$ cat src/rtl/core_pkg.sv
// Shared definitions for the core dispatcher: per-core status encoding,
// the dispatcher state set and a helper mapping a state to its status code.
package core_pkg;

    // Width of one core's status field
    localparam int STATUS_W = 2;

    localparam logic [STATUS_W-1:0] STATUS_IDLE  = 2'b00;
    localparam logic [STATUS_W-1:0] STATUS_START = 2'b01;
    localparam logic [STATUS_W-1:0] STATUS_RUN   = 2'b10;
    localparam logic [STATUS_W-1:0] STATUS_ACK   = 2'b11;

    typedef enum logic [2:0] {
        ST_IDLE  = 3'd0,
        ST_START = 3'd1,
        ST_RUN   = 3'd2,
        ST_ACK   = 3'd3,
        ST_DONE  = 3'd4
    } state_e;

    // Status code presented to an enabled core in a given dispatcher state.
    // DONE already shows IDLE so the cores see the run as finished.
    function automatic logic [STATUS_W-1:0] status_of(input state_e s);
        case (s)
            ST_START: return STATUS_START;
            ST_RUN:   return STATUS_RUN;
            ST_ACK:   return STATUS_ACK;
            default:  return STATUS_IDLE;
        endcase
    endfunction

endpackage

$ cat src/rtl/sat_counter.sv
// Clear/enable up-counter that sticks at all-ones instead of wrapping.
// Clear has priority over enable.
module sat_counter #(
    parameter int W = 24
) (
    input  logic         clk,
    input  logic         rst_n,
    input  logic         clr_i,
    input  logic         en_i,
    output logic [W-1:0] cnt_o
);

    logic [W-1:0] cnt_q;
    logic [W-1:0] cnt_d;

    // Next count: clear, saturating increment, or hold
    always_comb begin
        cnt_d = cnt_q;
        if (clr_i) begin
            cnt_d = '0;
        end else if (en_i && (cnt_q != {W{1'b1}})) begin
            cnt_d = cnt_q + W'(1);
        end
    end

    // Count register
    always_ff @(posedge clk or negedge rst_n) begin
        if (!rst_n) begin
            cnt_q <= '0;
        end else begin
            cnt_q <= cnt_d;
        end
    end

    assign cnt_o = cnt_q;

endmodule

$ cat src/rtl/core_dispatcher.sv
// Launches a set of cores through START and RUN, waits for all enabled
// cores to report completion (or timeout/abort), acknowledges them for one
// cycle and then pulses done with the run length and completion mask.
module core_dispatcher
    import core_pkg::*;
#(
    parameter int N_CORES      = 4,
    parameter int START_CYCLES = 2,
    parameter int CNT_W        = 24,
    parameter int TIMEOUT      = 1000000
) (
    input  logic                          clk,
    input  logic                          rst_n,
    input  logic                          start,
    input  logic [N_CORES-1:0]            core_mask,
    input  logic                          abort,
    input  logic [N_CORES-1:0]            end_process,
    output logic [STATUS_W*N_CORES-1:0]   status,
    output logic                          busy,
    output logic                          done,
    output logic                          timeout,
    output logic                          aborted,
    output logic [N_CORES-1:0]            done_mask,
    output logic [CNT_W-1:0]              run_cycles
);

    // Phase counter only needs to reach START_CYCLES-1; a zero or one
    // cycle START phase collapses to a single cycle.
    localparam int PH_W = (START_CYCLES > 2) ? $clog2(START_CYCLES) : 1;
    localparam logic [PH_W-1:0] PH_LAST =
        PH_W'((START_CYCLES > 1) ? (START_CYCLES - 1) : 0);
    // The run counter is compared before it increments, so the timeout
    // fires in the RUN cycle that brings the count up to TIMEOUT.
    localparam bit              TO_EN   = (TIMEOUT != 0);
    localparam logic [CNT_W-1:0] TO_LAST =
        CNT_W'((TIMEOUT > 0) ? (TIMEOUT - 1) : 0);

    state_e               state_q, state_d;
    logic [N_CORES-1:0]   mask_q, mask_d;
    logic [N_CORES-1:0]   fin_q, fin_d;
    logic [N_CORES-1:0]   done_mask_q, done_mask_d;
    logic                 timeout_q, timeout_d;
    logic                 aborted_q, aborted_d;

    logic                 accept;
    logic [N_CORES-1:0]   ep_masked;
    logic                 all_fin;
    logic                 ph_last;
    logic                 to_hit;
    logic [CNT_W-1:0]     run_cnt;
    logic [PH_W-1:0]      ph_cnt;
    logic [STATUS_W-1:0]  st_code;

    assign accept    = (state_q == ST_IDLE) && start;
    assign ep_masked = end_process & mask_q;
    assign all_fin   = ((fin_q | ep_masked) == mask_q);
    assign ph_last   = (ph_cnt == PH_LAST);
    assign to_hit    = TO_EN && (run_cnt == TO_LAST);

    // RUN-cycle counter; its value is the reported run length and it
    // holds after the run until the next accepted start.
    sat_counter #(
        .W (CNT_W)
    ) u_run_cnt (
        .clk   (clk),
        .rst_n (rst_n),
        .clr_i (accept),
        .en_i  (state_q == ST_RUN),
        .cnt_o (run_cnt)
    );

    // Counts cycles spent in START
    sat_counter #(
        .W (PH_W)
    ) u_phase_cnt (
        .clk   (clk),
        .rst_n (rst_n),
        .clr_i (accept),
        .en_i  (state_q == ST_START),
        .cnt_o (ph_cnt)
    );

    // Sequencing and per-run bookkeeping; abort beats completion, which
    // beats timeout.
    always_comb begin
        state_d     = state_q;
        mask_d      = mask_q;
        fin_d       = fin_q;
        done_mask_d = done_mask_q;
        timeout_d   = timeout_q;
        aborted_d   = aborted_q;
        case (state_q)
            ST_IDLE: begin
                if (start) begin
                    mask_d      = core_mask;
                    fin_d       = '0;
                    done_mask_d = '0;
                    timeout_d   = 1'b0;
                    aborted_d   = 1'b0;
                    state_d     = (core_mask == '0) ? ST_DONE : ST_START;
                end
            end
            ST_START: begin
                if (abort) begin
                    aborted_d = 1'b1;
                    state_d   = ST_ACK;
                end else if (ph_last) begin
                    state_d = ST_RUN;
                end
            end
            ST_RUN: begin
                fin_d = fin_q | ep_masked;
                if (abort) begin
                    aborted_d = 1'b1;
                    state_d   = ST_ACK;
                end else if (all_fin) begin
                    state_d = ST_ACK;
                end else if (to_hit) begin
                    timeout_d = 1'b1;
                    state_d   = ST_ACK;
                end
            end
            ST_ACK: begin
                done_mask_d = fin_q;
                state_d     = ST_DONE;
            end
            ST_DONE: begin
                state_d = ST_IDLE;
            end
            default: begin
                state_d = ST_IDLE;
            end
        endcase
    end

    // State and run bookkeeping registers
    always_ff @(posedge clk or negedge rst_n) begin
        if (!rst_n) begin
            state_q     <= ST_IDLE;
            mask_q      <= '0;
            fin_q       <= '0;
            done_mask_q <= '0;
            timeout_q   <= 1'b0;
            aborted_q   <= 1'b0;
        end else begin
            state_q     <= state_d;
            mask_q      <= mask_d;
            fin_q       <= fin_d;
            done_mask_q <= done_mask_d;
            timeout_q   <= timeout_d;
            aborted_q   <= aborted_d;
        end
    end

    assign st_code = status_of(state_q);

    // Enabled cores follow the dispatcher state; the rest are held IDLE
    for (genvar gi = 0; gi < N_CORES; gi++) begin : g_status
        assign status[gi*STATUS_W +: STATUS_W] = mask_q[gi] ? st_code : STATUS_IDLE;
    end

    assign busy       = (state_q == ST_START) || (state_q == ST_RUN) || (state_q == ST_ACK);
    assign done       = (state_q == ST_DONE);
    assign timeout    = timeout_q;
    assign aborted    = aborted_q;
    assign done_mask  = done_mask_q;
    assign run_cycles = run_cnt;

endmodule

$ cat config.mk
export PLATFORM = sky130hd
export DESIGN_NAME = core_dispatcher
export DESIGN_NICKNAME = d
export VERILOG_FILES = /design/src/rtl/core_pkg.sv /design/src/rtl/sat_counter.sv /design/src/rtl/core_dispatcher.sv
export SDC_FILE = /design/constraint.sdc
export NUM_CORES = 1
export LEC_CHECK = 0
export CORE_MARGIN = 10
export CORE_UTILIZATION = 55
export CTS_CLUSTER_DIAMETER = 200
export CTS_CLUSTER_SIZE = 16
export DETAILED_ROUTE_END_ITERATION = 8
export PLACE_DENSITY_LB_ADDON = 0.3
export SLEW_MARGIN = 40
export SYNTH_ARGS = -nofsm -noshare
export SYNTH_HDL_FRONTEND = slang
export SYNTH_SLANG_ARGS = --single-unit
$ cat constraint.sdc
create_clock -name clk -period 3.6 [get_ports clk]
set_input_delay 1.08 -clock clk [delete_from_list [all_inputs] [get_ports clk]]
set_output_delay 1.08 -clock clk [all_outputs]
set_load 0.03 [all_outputs]
==> flow_metrics.py <==
metrics = {
    "route": {
        "vias": 2301,
        "drc": 0,
        "drtPass1Iterations": 5,
        "wl_um": 6610,
        "drtAntennaViolNets": 0,
        "wl_per_cell_um": 18.0,
        "drtIter0Drc": 206,
        "viasPerCell": 6.29,
    },
    "floorplanning": {
        "fp.coreArea_mm2": 0.00429,
        "fp.dieH_um": 86.2,
        "start_util_pct": 56.1,
        "die_w_um": 86.2,
        "rows": 24,
        "dieArea_mm2": 0.00743,
        "ios": 52,
    },
    "critical_path": {
        "crit_arrival_ps": 2040,
        "cp_data_required_time_ps": 2520,
        "r2r-start": "state_q[2]",
        "worstRegToRegCells": 5,
        "cp-end-kind": "output port",
        "rr_endpoint": "u_run_cnt.cnt_o[13]",
        "path_class": "flop to output port",
        "rrSetupSlack_ps": 1370,
        "startpoint_type": "flop",
        "worstPathMaxFanout": 14,
    },
    "synth": {
        "ys_seq_elements": 42,
        "synth_edf_count": 0,
        "synth.avg_cell_area_um2": 9.13,
        "syn_area_mm2": 0.00241,
        "ys_seq_area_share_pct": 43.6,
        "syn_nets": 277,
        "syn_inst": 264,
        "synth_cell_type_count": 49,
        "synthArstFlopShare_pct": 100,
        "synthFlopType": "dfrtp_1",
        "yosys_warnings": 0,
    },
    "power_and_ir_drop": {
        "combPwrFrac_pct": 42.8,
        "clkPwrFrac_pct": 20.0,
        "swShare_pct": 41.0,
        "irDropWorstVdd_mv": 0.289,
        "leakage_uw": 0.00132,
        "p_int_uw": 1120,
        "pwr-share-seq_pct": 37.2,
        "powerDensity_mw_per_mm2": 619,
        "p_sw_uw": 780,
    },
    "place": {
        "dp.final_hpwl_um": 4730,
        "io_buffers": 51,
        "dpl_cell_area_mm2": 0.00296,
        "gp_congestion": 0.901,
    },
    "flow_run": {
        "maxCapViolCount": 0,
    },
    "sta": {
        "report.final.slew_viol_count": 0,
        "tightest_slew_ps": 582,
        "finalSetupViolCount": 0,
        "clock.fmax_ghz": 0.320,
        "rsz0062_at_grt": "no",
        "period_needed_ps": 3120,
        "fin_crit_sh_pct": 86.7,
        "slew_headroom_pct": 61.1,
        "skew_ps": 8.43,
        "hold_violations": 0,
        "setup_tns_ps": 0,
    },
    "cells_and_area": {
        "final_common_cell": "clkdlybuf4s50_1",
        "stdcell_area_mm2": 0.00308,
        "antenna_cells": 0,
        "drive_gt1_share_pct": 7.01,
        "nFillCells": 345,
        "nets": 327,
        "area_growth_pct": 27.6,
        "layout_common_cells": "clkdlybuf4s50_1 (50), dfrtp_1 (42), nand2_1 (30), nor2_1 (26), a21oi_1 (17)",
    },
    "clock_network": {
        "postCtsSetupRepairBufs": 0,
        "cts_tree": "yes",
        "cts_resized": 0,
        "insertion_delay_ps": 300,
        "cts_made_buffers": 5,
        "cts_buffer_depth": 2,
        "cts_max_level": 2,
        "clock-sinks": 42,
        "clock-root-buffer": "clkbuf_8",
        "clk_pin_slew_ps": 80,
        "hold_buffers": 0,
    },
    "grt": {
        "grt_usage_pct": 18.0,
        "overflow": 0,
        "grt_pass1_vias": 2160,
        "antenna_found_initial": 0,
        "grt_max_degree": 43,
        "grt_pass1_wl_um": 11000,
    },
    "worst_hold_path": {
        "hold_path_class": "flop to flop",
        "hp-start": "timeout",
        "min_to": "timeout",
        "hold_depth": 1,
    },
    "status": {
        "status": "finished, final reports clean",
    },
}
registers in the layout, indices dropped and copies added, names as in the netlist:
register / count
aborted: 1
done_mask: 4
fin_q: 4
mask_q: 4
state_q: 3
timeout: 1
u_phase_cnt.cnt_o: 1
u_run_cnt.cnt_o: 24
critical path, cell delays in order (launching register included):
cell	delay [ps]
dfrtp_1	550
nor2b_1	330
and2_1	190
clkdlybuf4s50_1	670
power groups by stage:
stage / clock (uW) / sequential, uW / combinational [uW]
6_report: 382 / 709 / 814
5_1_grt: 411 / 723 / 904
4_1_cts: 387 / 704 / 820
3_5_place_dp: 0 / 712 / 816
3_3_place_gp: 0 / 707 / 798
2_1_floorplan: 0 / 725 / 497
cell families (layout without fill, tap and decap cells):
family                   Yosys count  in the layout  synth area share (%)
buffers and inverters             19             69                  3.06
AO/OA/AOI/OAI                     47             47                  13.1
adder cells (fa/ha/maj)            1              1                 0.519
flip-flops                        42             42                  43.6
multiplexers                       8              8                  3.32
XOR/XNOR                           9              9                  3.27
AND/OR/NAND/NOR                  138            138                  33.2
cell usage after synthesis (all sizes together) (3+ instances only):
master | count | area, um2
inv | 8 | 30.0
clkbuf | 9 | 35.0
nor3b | 3 | 33.8
o21a | 3 | 22.5
a31oi | 3 | 18.8
nor4 | 6 | 67.6
and4 | 3 | 27.5
mux2i | 8 | 80.1
o21ai | 7 | 35.0
a21oi | 18 | 93.8
nor2 | 26 | 97.6
nand2 | 30 | 113
nand2b | 8 | 50.1
o32ai | 3 | 26.3
or4 | 4 | 30.0
and2 | 9 | 56.3
xnor2 | 9 | 78.8
nor4b | 3 | 26.3
nand3 | 13 | 65.1
and3 | 6 | 37.5
nor3 | 4 | 20.0
a311oi | 3 | 26.3
or3 | 6 | 37.5
nor2b | 3 | 18.8
nand4 | 10 | 83.8
dfrtp | 42 | 1050
metal layers:
metal,share of wire (%),GRT usage [%],routed length (um)
met1,41,22.6,2700
met3,9.4,5.53,622
met5,0,0,0
met4,1.9,5.15,126
met2,48,28.9,3160
worst max path at each step:
| stage | from | end | slack [ps] |
|---|---|---|---|
| 2_1_floorplan | state_q[2] | done | 1080 |
| 3_3_place_gp | start | u_run_cnt.cnt_o[13] | 450 |
| 3_5_place_dp | start | u_run_cnt.cnt_o[13] | 420 |
| 4_1_cts | state_q[2] | status[5] | 460 |
| 5_1_grt | state_q[2] | status[1] | 350 |
| 6_report | state_q[2] | status[5] | 480 |
final cells by class:
class | instances | area [um2] | share of cell area [%]
clock buffer | 6 | 82.6 | 2.69
tap | 52 | 65.1 | 2.12
timing repair buffer | 54 | 531 | 17.2
inverter | 8 | 30.0 | 0.976
multi-input combinational | 203 | 1290 | 41.8
clock inverter | 1 | 30.0 | 0.976
sequential | 42 | 1050 | 34.2
metrics by stage:
stage | setup slack, ps | hold WS, ps | instances | util, % | total power [uW]
2_1_floorplan | 1080 | 506 | 264 | - | 1220
6_report | 480 | 510 | 366 | 71.6 | 1900
3_3_place_gp | 446 | 505 | 359 | 68.9 | 1500
5_1_grt | 348 | 573 | 366 | 71.6 | 2040
3_5_place_dp | 417 | 501 | 359 | 69.0 | 1530
4_1_cts | 456 | 518 | 366 | 71.6 | 1910
Power figures use the tool's default switching activity.
